===== config.mk =====
export PLATFORM = sky130hd
export DESIGN_NAME = marquee_scheduler
export DESIGN_NICKNAME = d
export VERILOG_FILES = /design/src/rtl/marquee_scheduler.sv
export SDC_FILE = /design/constraint.sdc
export NUM_CORES = 1
export LEC_CHECK = 0
export CAP_MARGIN = 30
export CORE_UTILIZATION = 62
export CTS_BUF_LIST = sky130_fd_sc_hd__clkbuf_16
export DETAILED_ROUTE_END_ITERATION = 7
export PLACE_DENSITY = 0.84
export SYNTH_ARGS = -nofsm -noshare
export SYNTH_HDL_FRONTEND = slang
export SYNTH_SLANG_ARGS = --single-unit
export TNS_END_PERCENT = 10

===== constraint.sdc =====
create_clock -name clk -period 6.85 [get_ports clk]
set_clock_uncertainty 0.05 [all_clocks]
set_input_delay 1.37 -clock clk [delete_from_list [all_inputs] [get_ports clk]]
set_output_delay 1.37 -clock clk [all_outputs]
set_load 0.005 [all_outputs]

===== src/rtl/marquee_scheduler.sv =====
// marquee_scheduler
//   Scrolling marquee driver for a multiplexed row of 16-segment digits.
//   A host fills an ASCII message buffer. The block time-multiplexes the
//   digits: each slot is BLANK_CYCLES all-off cycles followed by REFRESH_DIV
//   cycles with one digit enabled. The character for a digit is latched into
//   `ascii` on the edge that enters that digit's BLANK phase.
//   The message scrolls left one position every SCROLL_DIV cycles while `run`
//   is high. NUM_DIGITS trailing spaces let the text clear the display
//   before it wraps.
//
// Ports
//   clk         system clock, rising edge
//   reset_n     asynchronous active-low reset
//   wr_en       message buffer write strobe
//   wr_addr     message buffer write address
//   wr_data     ASCII byte to write
//   msg_len     message length in characters (0 = blank display)
//   run         1 = scroll, 0 = freeze offset (refresh keeps running)
//   ascii       registered character code for the character ROM
//   digit_en_n  registered one-hot active-low digit enables
//   wrap_pulse  one-cycle pulse when the scroll offset wraps to 0
//   dbg_state   refresh FSM state (0 = BLANK, 1 = DRIVE)
//
// Handshake: there is no valid/ready flow here. A write is taken on every
// rising edge where wr_en is high. msg_len and run are sampled on every edge.
module marquee_scheduler #(
  parameter int NUM_DIGITS   = 4,
  parameter int BUF_DEPTH    = 32,
  parameter int REFRESH_DIV  = 1000,
  parameter int BLANK_CYCLES = 4,
  parameter int SCROLL_DIV   = 250000
) (
  input  logic                         clk,
  input  logic                         reset_n,
  input  logic                         wr_en,
  input  logic [$clog2(BUF_DEPTH)-1:0] wr_addr,
  input  logic [7:0]                   wr_data,
  input  logic [$clog2(BUF_DEPTH):0]   msg_len,
  input  logic                         run,
  output logic [7:0]                   ascii,
  output logic [NUM_DIGITS-1:0]        digit_en_n,
  output logic                         wrap_pulse,
  output logic                         dbg_state
);

  localparam int AW   = $clog2(BUF_DEPTH);
  localparam int LENW = AW + 1;
  localparam int LMAX = BUF_DEPTH + NUM_DIGITS;
  localparam int LW   = $clog2(LMAX + 1);
  localparam int DW   = (NUM_DIGITS > 1) ? $clog2(NUM_DIGITS) : 1;
  localparam int TMAX = (BLANK_CYCLES > REFRESH_DIV) ? BLANK_CYCLES : REFRESH_DIV;
  localparam int TW   = (TMAX > 1) ? $clog2(TMAX) : 1;
  localparam int SW   = (SCROLL_DIV > 1) ? $clog2(SCROLL_DIV) : 1;

  typedef enum logic {
    ST_BLANK = 1'b0,
    ST_DRIVE = 1'b1
  } state_t;

  logic [7:0]            r_mem [BUF_DEPTH];
  state_t                r_state;
  logic [TW-1:0]         r_cnt;
  logic [DW-1:0]         r_digit;
  logic [7:0]            r_ascii;
  logic [NUM_DIGITS-1:0] r_en_n;
  logic [LENW-1:0]       r_msg_len;
  logic [LW-1:0]         r_offset;
  logic [SW-1:0]         r_scnt;
  logic                  r_wrap;

  state_t                w_state_nxt;
  logic [TW-1:0]         w_cnt_nxt;
  logic [DW-1:0]         w_digit_nxt;
  logic [NUM_DIGITS-1:0] w_en_n_nxt;
  logic                  w_enter_blank;
  logic [LENW-1:0]       w_len;
  logic [LW-1:0]         w_l;
  logic [LW:0]           w_idx_raw;
  logic [LW:0]           w_idx;
  logic [7:0]            w_char;

  assign ascii      = r_ascii;
  assign digit_en_n = r_en_n;
  assign wrap_pulse = r_wrap;
  assign dbg_state  = r_state;

  // Message buffer: synchronous write, asynchronous read, never reset.
  always_ff @(posedge clk) begin
    if (wr_en) r_mem[wr_addr] <= wr_data;
  end

  // Effective length and virtual stream length (message plus trailing blanks).
  assign w_len = (r_msg_len > LENW'(BUF_DEPTH)) ? LENW'(BUF_DEPTH) : r_msg_len;
  assign w_l   = LW'(w_len) + LW'(NUM_DIGITS);

  // Stream index for the digit about to be entered. offset < L and
  // digit < NUM_DIGITS <= L, so a single subtract brings it back into range.
  always_comb begin
    w_idx_raw = {1'b0, r_offset} + (LW + 1)'(w_digit_nxt);
    w_idx     = w_idx_raw;
    if (w_idx_raw >= (LW + 1)'(w_l)) w_idx = w_idx_raw - (LW + 1)'(w_l);
    w_char = 8'h20;
    if (w_idx < (LW + 1)'(w_len)) w_char = r_mem[w_idx[AW-1:0]];
  end

  // Refresh FSM: next-state and next-output logic.
  always_comb begin
    w_state_nxt   = r_state;
    w_cnt_nxt     = r_cnt + TW'(1);
    w_digit_nxt   = r_digit;
    w_en_n_nxt    = r_en_n;
    w_enter_blank = 1'b0;
    case (r_state)
      ST_BLANK: begin
        if (r_cnt == TW'(BLANK_CYCLES - 1)) begin
          w_state_nxt = ST_DRIVE;
          w_cnt_nxt   = '0;
          w_en_n_nxt  = ~(NUM_DIGITS'(1) << r_digit);
        end
      end
      ST_DRIVE: begin
        if (r_cnt == TW'(REFRESH_DIV - 1)) begin
          w_state_nxt   = ST_BLANK;
          w_cnt_nxt     = '0;
          w_digit_nxt   = (r_digit == DW'(NUM_DIGITS - 1)) ? '0 : r_digit + DW'(1);
          w_en_n_nxt    = '1;
          w_enter_blank = 1'b1;
        end
      end
      default: begin
        w_state_nxt = ST_BLANK;
        w_cnt_nxt   = '0;
        w_en_n_nxt  = '1;
      end
    endcase
  end

  // Refresh FSM: state register. ascii is latched only on BLANK entry.
  always_ff @(posedge clk or negedge reset_n) begin
    if (!reset_n) begin
      r_state <= ST_BLANK;
      r_cnt   <= '0;
      r_digit <= '0;
      r_en_n  <= '1;
      r_ascii <= 8'h20;
    end else begin
      r_state <= w_state_nxt;
      r_cnt   <= w_cnt_nxt;
      r_digit <= w_digit_nxt;
      r_en_n  <= w_en_n_nxt;
      if (w_enter_blank) r_ascii <= w_char;
    end
  end

  // Scroll offset. A change of msg_len restarts the scroll from offset 0
  // without a wrap pulse, and takes priority over a scroll step.
  always_ff @(posedge clk or negedge reset_n) begin
    if (!reset_n) begin
      r_msg_len <= '0;
      r_offset  <= '0;
      r_scnt    <= '0;
      r_wrap    <= 1'b0;
    end else begin
      r_msg_len <= msg_len;
      r_wrap    <= 1'b0;
      if (msg_len != r_msg_len) begin
        r_offset <= '0;
        r_scnt   <= '0;
      end else if (run) begin
        if (r_scnt == SW'(SCROLL_DIV - 1)) begin
          r_scnt <= '0;
          if (r_offset == LW'(w_l - LW'(1))) begin
            r_offset <= '0;
            r_wrap   <= 1'b1;
          end else begin
            r_offset <= r_offset + LW'(1);
          end
        end else begin
          r_scnt <= r_scnt + SW'(1);
        end
      end else begin
        r_scnt <= '0;
      end
    end
  end

endmodule

==> flow_metrics.env, run 1 <==
export IMPL_p_sw_w=0.000865
export IMPL_grt_max_degree=63
export IMPL_vias=9366
export IMPL_die_area_um2=23100
export IMPL_portBuffers=36
export IMPL_synthCells=1043
export IMPL_netlist_area_um2=13900
export IMPL_seqPwrFrac_pct=52.7
export IMPL_crit_fanout=18
export IMPL_cts_sinks=312
export IMPL_layout_nets=1134
export IMPL_die_width_um=152
export IMPL_highest_layer="met4"
export IMPL_firstDrtPassIters=7
export IMPL_synthFlopType="edfxtp_1"
export IMPL_swShare_pct=21.9
export IMPL_syn_num_nets=1090
export IMPL_drc=7
export IMPL_hold_violations=0
export IMPL_h_tree_depth=1
export IMPL_critPathBufInv=3
export IMPL_cp_required_ps=7300
export IMPL_maxSlewViolCount=0
export IMPL_drv_cap=0
export IMPL_wirelength_um=33600
export IMPL_setup_tns_ps=0
export IMPL_core_um2=22000
export IMPL_final_common_cell="edfxtp_1"
export IMPL_die_h_um=152
export IMPL_gp_congestion=0.987
export IMPL_ys_types=77
export IMPL_fin_crit_sh_pct=93.4
export IMPL_wl_per_cell_um=24.2
export IMPL_whs_path_depth=1
export IMPL_vias_per_cell=6.73
export IMPL_num_io_pins=37
export IMPL_synth_top_area_share_pct=55.2
export IMPL_cts_made_buffers=31
export IMPL_cts_path_max_buffers=3
export IMPL_post_route_util_pct=71.6
export IMPL_grtUsageTotal_pct=29.3
export IMPL_ff2ff_path_depth=28
export IMPL_p_int_w=0.00309
export IMPL_yosysTopAreaCell="edfxtp_1"
export IMPL_hold_class="register to register"
export IMPL_start_kind="register"
export IMPL_met2_length_um=16200
export IMPL_met3_length_um=3090
export IMPL_clockRootBuffer="clkbuf_16"
export IMPL_worst_ep_arrival_time_ps=6850
export IMPL_power_frac_comb_pct=5.6
export IMPL_whs_ps=421
export IMPL_path_class="register to register"
export IMPL_tightestPinTransition_ps=1030
export IMPL_critPathCaptureType="register"
export IMPL_area_delta_synth_final_pct=12.8
export IMPL_yosysSeqAreaShare_pct=65.3
export IMPL_yosys_register_bits=312
export IMPL_setup_viol=0
export IMPL_path_depth=28
export IMPL_antenna_found_initial=0
export IMPL_grt_pass1_vias=9184
export IMPL_gr_total_overflow=0
export IMPL_cpPeakStageDelay_ps=510
export IMPL_period_minus_slack_ps=6400
export IMPL_rsz0062_at_grt="false"
export IMPL_grt_pass1_wl_um=51600
export IMPL_violations="DRC"
export IMPL_yosysWarnings=0
export IMPL_p_clk_share_pct=41.7
export IMPL_antenna_cells=0
export IMPL_power_density_nw_per_um2=251
export IMPL_start_util_pct=63.5
export IMPL_ys_async_sr_fraction_pct=17.9
export IMPL_synth_avg_cell_area_um2=13.4
export IMPL_final_cell_mix="256 x edfxtp_1, 84 x nor2_1, 77 x nand2_1"
export IMPL_timing_fmax_mhz=156
export IMPL_clock_latency_ps=580
export IMPL_cts_tree="yes"
export IMPL_drive_gt1_share_pct=11.7
export IMPL_synth_edf_count=256
export IMPL_wl_met1_um=12800
export IMPL_post_cts_buffers=0
export IMPL_cpMaxStageDelayCell="or3b_2"
export IMPL_num_rows=54
export IMPL_dr_first_iter_drc_count=1096
export IMPL_cp_top_family="simple AND/OR/NAND/NOR gates"
export IMPL_clk_pin_slew_ps=60
export IMPL_leakage_nw=5.71
export IMPL_slew_headroom_pct=31.3
export IMPL_vdd_drop_max_mv=0.195
export IMPL_dp_hpwl_um=20600
export IMPL_synth_area_leaders="edfxtp_1 55%, dfrtp_1 9.2%, and3_1 2.5%"
export IMPL_status="complete, but fails checks"
export IMPL_final_antenna_net_count=0
[cell families after synthesis]
group,count (synthesis),share of synthesized area (%)
buffers and inverters,77,2.51
DFF,312,65.3
and+or+nand+nor,326,11.9
muxes,53,4.27
AOI/OAI and AO/OA,206,11.0
adders and majority gates,24,2.26
xor gates and xnor gates,45,2.83
[power groups by stage]
stage	clock network, W	logic [W]	registers, W
2_1_floorplan	0	0.000114	0.00212
3_3_place_gp	0	0.000204	0.00212
3_5_place_dp	0	0.000210	0.00212
4_1_cts	0.00166	0.000213	0.00208
5_1_grt	0.00173	0.000235	0.00208
6_report	0.00165	0.000221	0.00208
[worst reg2reg max path, delay by kind of cell (launching register included)]
| kind | cells | cell delay, ps |
|---|---|---|
| simple gates | 14 | 2850 |
| flops | 1 | 390 |
| xor+xnor | 1 | 230 |
| buf+inv | 3 | 510 |
| fa+ha+maj | 5 | 1410 |
| compound gates | 5 | 900 |
[worst paths after layout]
| check | startpoint | endpoint | slack (ps) |
|---|---|---|---|
| max in group asynchronous | reset_n | r_cnt[1]$_DFF_PN0_ | 5380 |
| hold reg to reg | r_scnt[0]$_DFF_PN0_ | r_scnt[0]$_DFF_PN0_ | 420 |
| min in group asynchronous | reset_n | r_scnt[12]$_DFF_PN0_ | 900 |
| setup reg to reg | r_cnt[0]$_DFF_PN0_ | ascii[2]$_DFFE_PN0P_ | 450 |
| hold / removal | r_scnt[0]$_DFF_PN0_ | r_scnt[0]$_DFF_PN0_ | 420 |
| setup / recovery | r_cnt[0]$_DFF_PN0_ | ascii[2]$_DFFE_PN0P_ | 450 |
[per-layer routing]
layer	vias up	GRT usage, %
met4	0	12.4
li1	4083	-
met2	594	48.4
met5	-	0
met1	4553	38.7
met3	136	5.25
[metrics by stage]
stage | instances | worst slack (ps) | area [um2] | total power [W]
3_5_place_dp | 1333 | 210 | 14600 | 0.00233
6_report | 1392 | 450 | 15700 | 0.00395
4_1_cts | 1391 | 145 | 15600 | 0.00396
2_1_floorplan | 1043 | 625 | 13900 | 0.00223
5_1_grt | 1392 | 69.8 | 15700 | 0.00405
3_3_place_gp | 1331 | 497 | 14600 | 0.00232
[layout make-up]
type                    instances  area (um2)
fillers                      1418        6240
clock inverters                27         219
inverters                      26        97.6
repair buffers                 62         611
flip-flops and latches        312        9090
well taps                     280         350
multi-input cells             654        4570
clock buffers                  31         776
[flip-flops by register name (all words and copies together), names as in the netlist]
name,flops
r_mem,256
r_scnt,18
r_cnt,10
ascii,8
r_msg_len,6
r_offset,6
digit_en_n,4
r_digit,2
dbg_state,1
wrap_pulse,1
[what timing repair did]
item                                    in CTS  in global routing
gates resized for setup                      0                 12
hold buffers                                 0                  0
endpoints found under the setup margin       0                  7
[Yosys cell counts, types with 10 or more instances]
master,instances
a211o_1,24
a211oi_1,31
a21oi_1,25
and3_1,56
buf_2,16
clkbuf_1,28
dfrtp_1,51
edfxtp_1,256
ha_1,22
inv_1,24
mux2i_1,34
nand2_1,78
nand3_1,33
nor2_1,84
o211ai_1,11
o21ai_0,29
o21ai_1,10
xnor2_1,23
xor2_1,22
No activity file was read; power rests on OpenSTA's default activity.
==> inputs of run 2 (changes only) <==
CELL_PAD_IN_SITES_DETAIL_PLACEMENT = 1   (was default)
CELL_PAD_IN_SITES_GLOBAL_PLACEMENT = 1   (was default)
CORE_UTILIZATION = 52   (was 62)
==> run 2 against run 1 <==
  * The run still ends with DRC left
  * Critical path type unchanged
  * Largest cell class unchanged
  * Maximum frequency is 4.4% lower
  * Sequential share of layout area decreased by 0.48 points
  * Setup slack worse by 290 ps
  * Largest power group unchanged
  * Count of clock-buffer cells in the layout rose by 4
  * Final cell count rose by 4.8%
  * Die area up 19%
  * Total power up 0.31%
  * Wire length is 16% higher
  * Sequential cell count unchanged
  * First-iteration DRC count is 21% lower
==> flow_metrics.env, run 2 (synthesis gave the netlist of run 1 again) <==
export IMPL_cts_made_buffers=34
export IMPL_clk_pin_slew_ps=60
export IMPL_place_inst=1392
export IMPL_final_area_um2=15900
export IMPL_final_cell_mix="256 x edfxtp_1, 84 x nor2_1, 75 x nand2_1"
export IMPL_dp_hpwl_um=24400
export IMPL_antenna_found_initial=0
export IMPL_hold_class="register to register"
export IMPL_cpPeakStageDelay_ps=530
export IMPL_period_minus_slack_ps=6690
export IMPL_vias_per_cell=6.48
export IMPL_final_common_cell="edfxtp_1"
export IMPL_crit_fanout=12
export IMPL_vias=9449
export IMPL_num_rows=59
export IMPL_fillCellCount=2505
export IMPL_drive_gt1_share_pct=12.9
export IMPL_critPathCaptureType="register"
export IMPL_hold_violations=0
export IMPL_die_width_um=166
export IMPL_place_area_um2=14700
export IMPL_core_um2=26200
export IMPL_firstDrtPassIters=7
export IMPL_drv_cap=0
export IMPL_wl_per_cell_um=26.7
export IMPL_die_h_um=166
export IMPL_final_antenna_net_count=0
export IMPL_grt_pass1_vias=10030
export IMPL_grt_pass1_wl_um=59400
export IMPL_top_register="r_mem"
export IMPL_worst_ep_arrival_time_ps=7080
export IMPL_leakage_nw=5.76
export IMPL_path_class="register to register"
export IMPL_num_io_pins=37
export IMPL_cts_hold_fix_buffers=0
export IMPL_timing_fmax_mhz=149
export IMPL_h_tree_depth=2
export IMPL_fin_crit_sh_pct=97.7
export IMPL_power_density_nw_per_um2=250
export IMPL_cp_common_cell="ha_1"
export IMPL_fin_cells=1459
export IMPL_gp_congestion=0.890
export IMPL_setup_viol=0
export IMPL_cts_tree="yes"
export IMPL_clock_latency_ps=520
export IMPL_portBuffers=36
export IMPL_cts_sinks=312
export IMPL_clockRootBuffer="clkbuf_16"
export IMPL_layout_nets=1148
export IMPL_largest_reg_flops=256
export IMPL_start_kind="register"
export IMPL_antenna_cells=0
export IMPL_area_delta_synth_final_pct=13.8
export IMPL_vdd_drop_max_mv=0.201
export IMPL_cp_required_ps=7240
export IMPL_drc=2
export IMPL_cts_path_max_buffers=3
export IMPL_cpMaxStageDelayCell="or3b_2"
export IMPL_grt_max_degree=69
export IMPL_wirelength_um=38900
export IMPL_start_util_pct=53.2
export IMPL_gr_total_overflow=0
export IMPL_maxSlewViolCount=0
export IMPL_dr_first_iter_drc_count=868
export IMPL_die_area_um2=27500
export IMPL_tightestPinTransition_ps=1020
export IMPL_violations="DRC"
export IMPL_grtUsageTotal_pct=28.5
export IMPL_largestRegisters="r_mem (256), r_scnt (18), r_cnt (10)"
export IMPL_slew_headroom_pct=31.8
export IMPL_status="complete, but fails checks"
## run 2: report_power, final
part           internal (W)  switching (W)  leakage, nW
combinational     0.0000747       0.000155         2.22
sequential          0.00208     0.00000730         3.03
clock              0.000924       0.000726        0.506
total               0.00307       0.000889         5.76
## run 2: final timing paths
path | startpoint | end | slack (ps) | cells after the start
max | r_cnt[0]$_DFF_PN0_ | ascii[2]$_DFFE_PN0P_ | 160 | 29
min | r_scnt[0]$_DFF_PN0_ | r_scnt[0]$_DFF_PN0_ | 400 | 1
max reg2reg | r_cnt[0]$_DFF_PN0_ | ascii[2]$_DFFE_PN0P_ | 160 | 29
min reg2reg | r_scnt[0]$_DFF_PN0_ | r_scnt[0]$_DFF_PN0_ | 400 | 1
max in group asynchronous | reset_n | ascii[3]$_DFFE_PN0P_ | 5300 | 2
min in group asynchronous | reset_n | r_scnt[15]$_DFF_PN0_ | 950 | 2
## run 2: per-stage QoR
stage / hold slack (ps) / TNS, ps / utilization [%] / total power, W / setup WS, ps
3_5_place_dp: 396 / 0 / 56.1 / 0.00234 / 204
6_report: 398 / 0 / 60.5 / 0.00396 / 157
3_3_place_gp: 392 / 0 / 56.1 / 0.00233 / 487
4_1_cts: 404 / 0 / 59.9 / 0.00398 / 41.5
2_1_floorplan: 375 / 0 / - / 0.00223 / 625
5_1_grt: 425 / -200 / 60.5 / 0.00406 / -62.8
## run 2: routing by layer
metal | GRT usage (%) | up-vias | part of all wire, %
met2 | 49.6 | 388 | 51
met5 | 0.348 | - | 0
met3 | 4.16 | 123 | 6.3
li1 | - | 4113 | -
met1 | 35.6 | 4825 | 39
met4 | 11.9 | 0 | 4.3
## run 2: final cells by class
type / count / area, um2 / area share [%]
Multi-Input combinational cell: 654 / 4600 / 29.0
Clock buffer: 35 / 876 / 5.52
Sequential cell: 312 / 9090 / 57.4
Tap cell: 335 / 419 / 2.64
Clock inverter: 24 / 111 / 0.702
Timing Repair Buffer: 73 / 653 / 4.12
Inverter: 26 / 97.6 / 0.616
## run 2: critical path, delay by kind of cell, from the launching register on
kind                       cells  cell delay, ps
AOI/OAI and AO/OA             11            2330
adders and majority gates      5            1460
and+or+nand+nor                7            1530
xor gates and xnor gates       1             140
DFF                            1             400
buffers and inverters          5             700
## run 2: what timing repair did
action | 4_1_cts | 5_1_grt
pin swaps | 0 | 5
endpoints found under the setup margin | 4 | 8
setup buffers | 0 | 7
gates resized for setup | 1 | 18
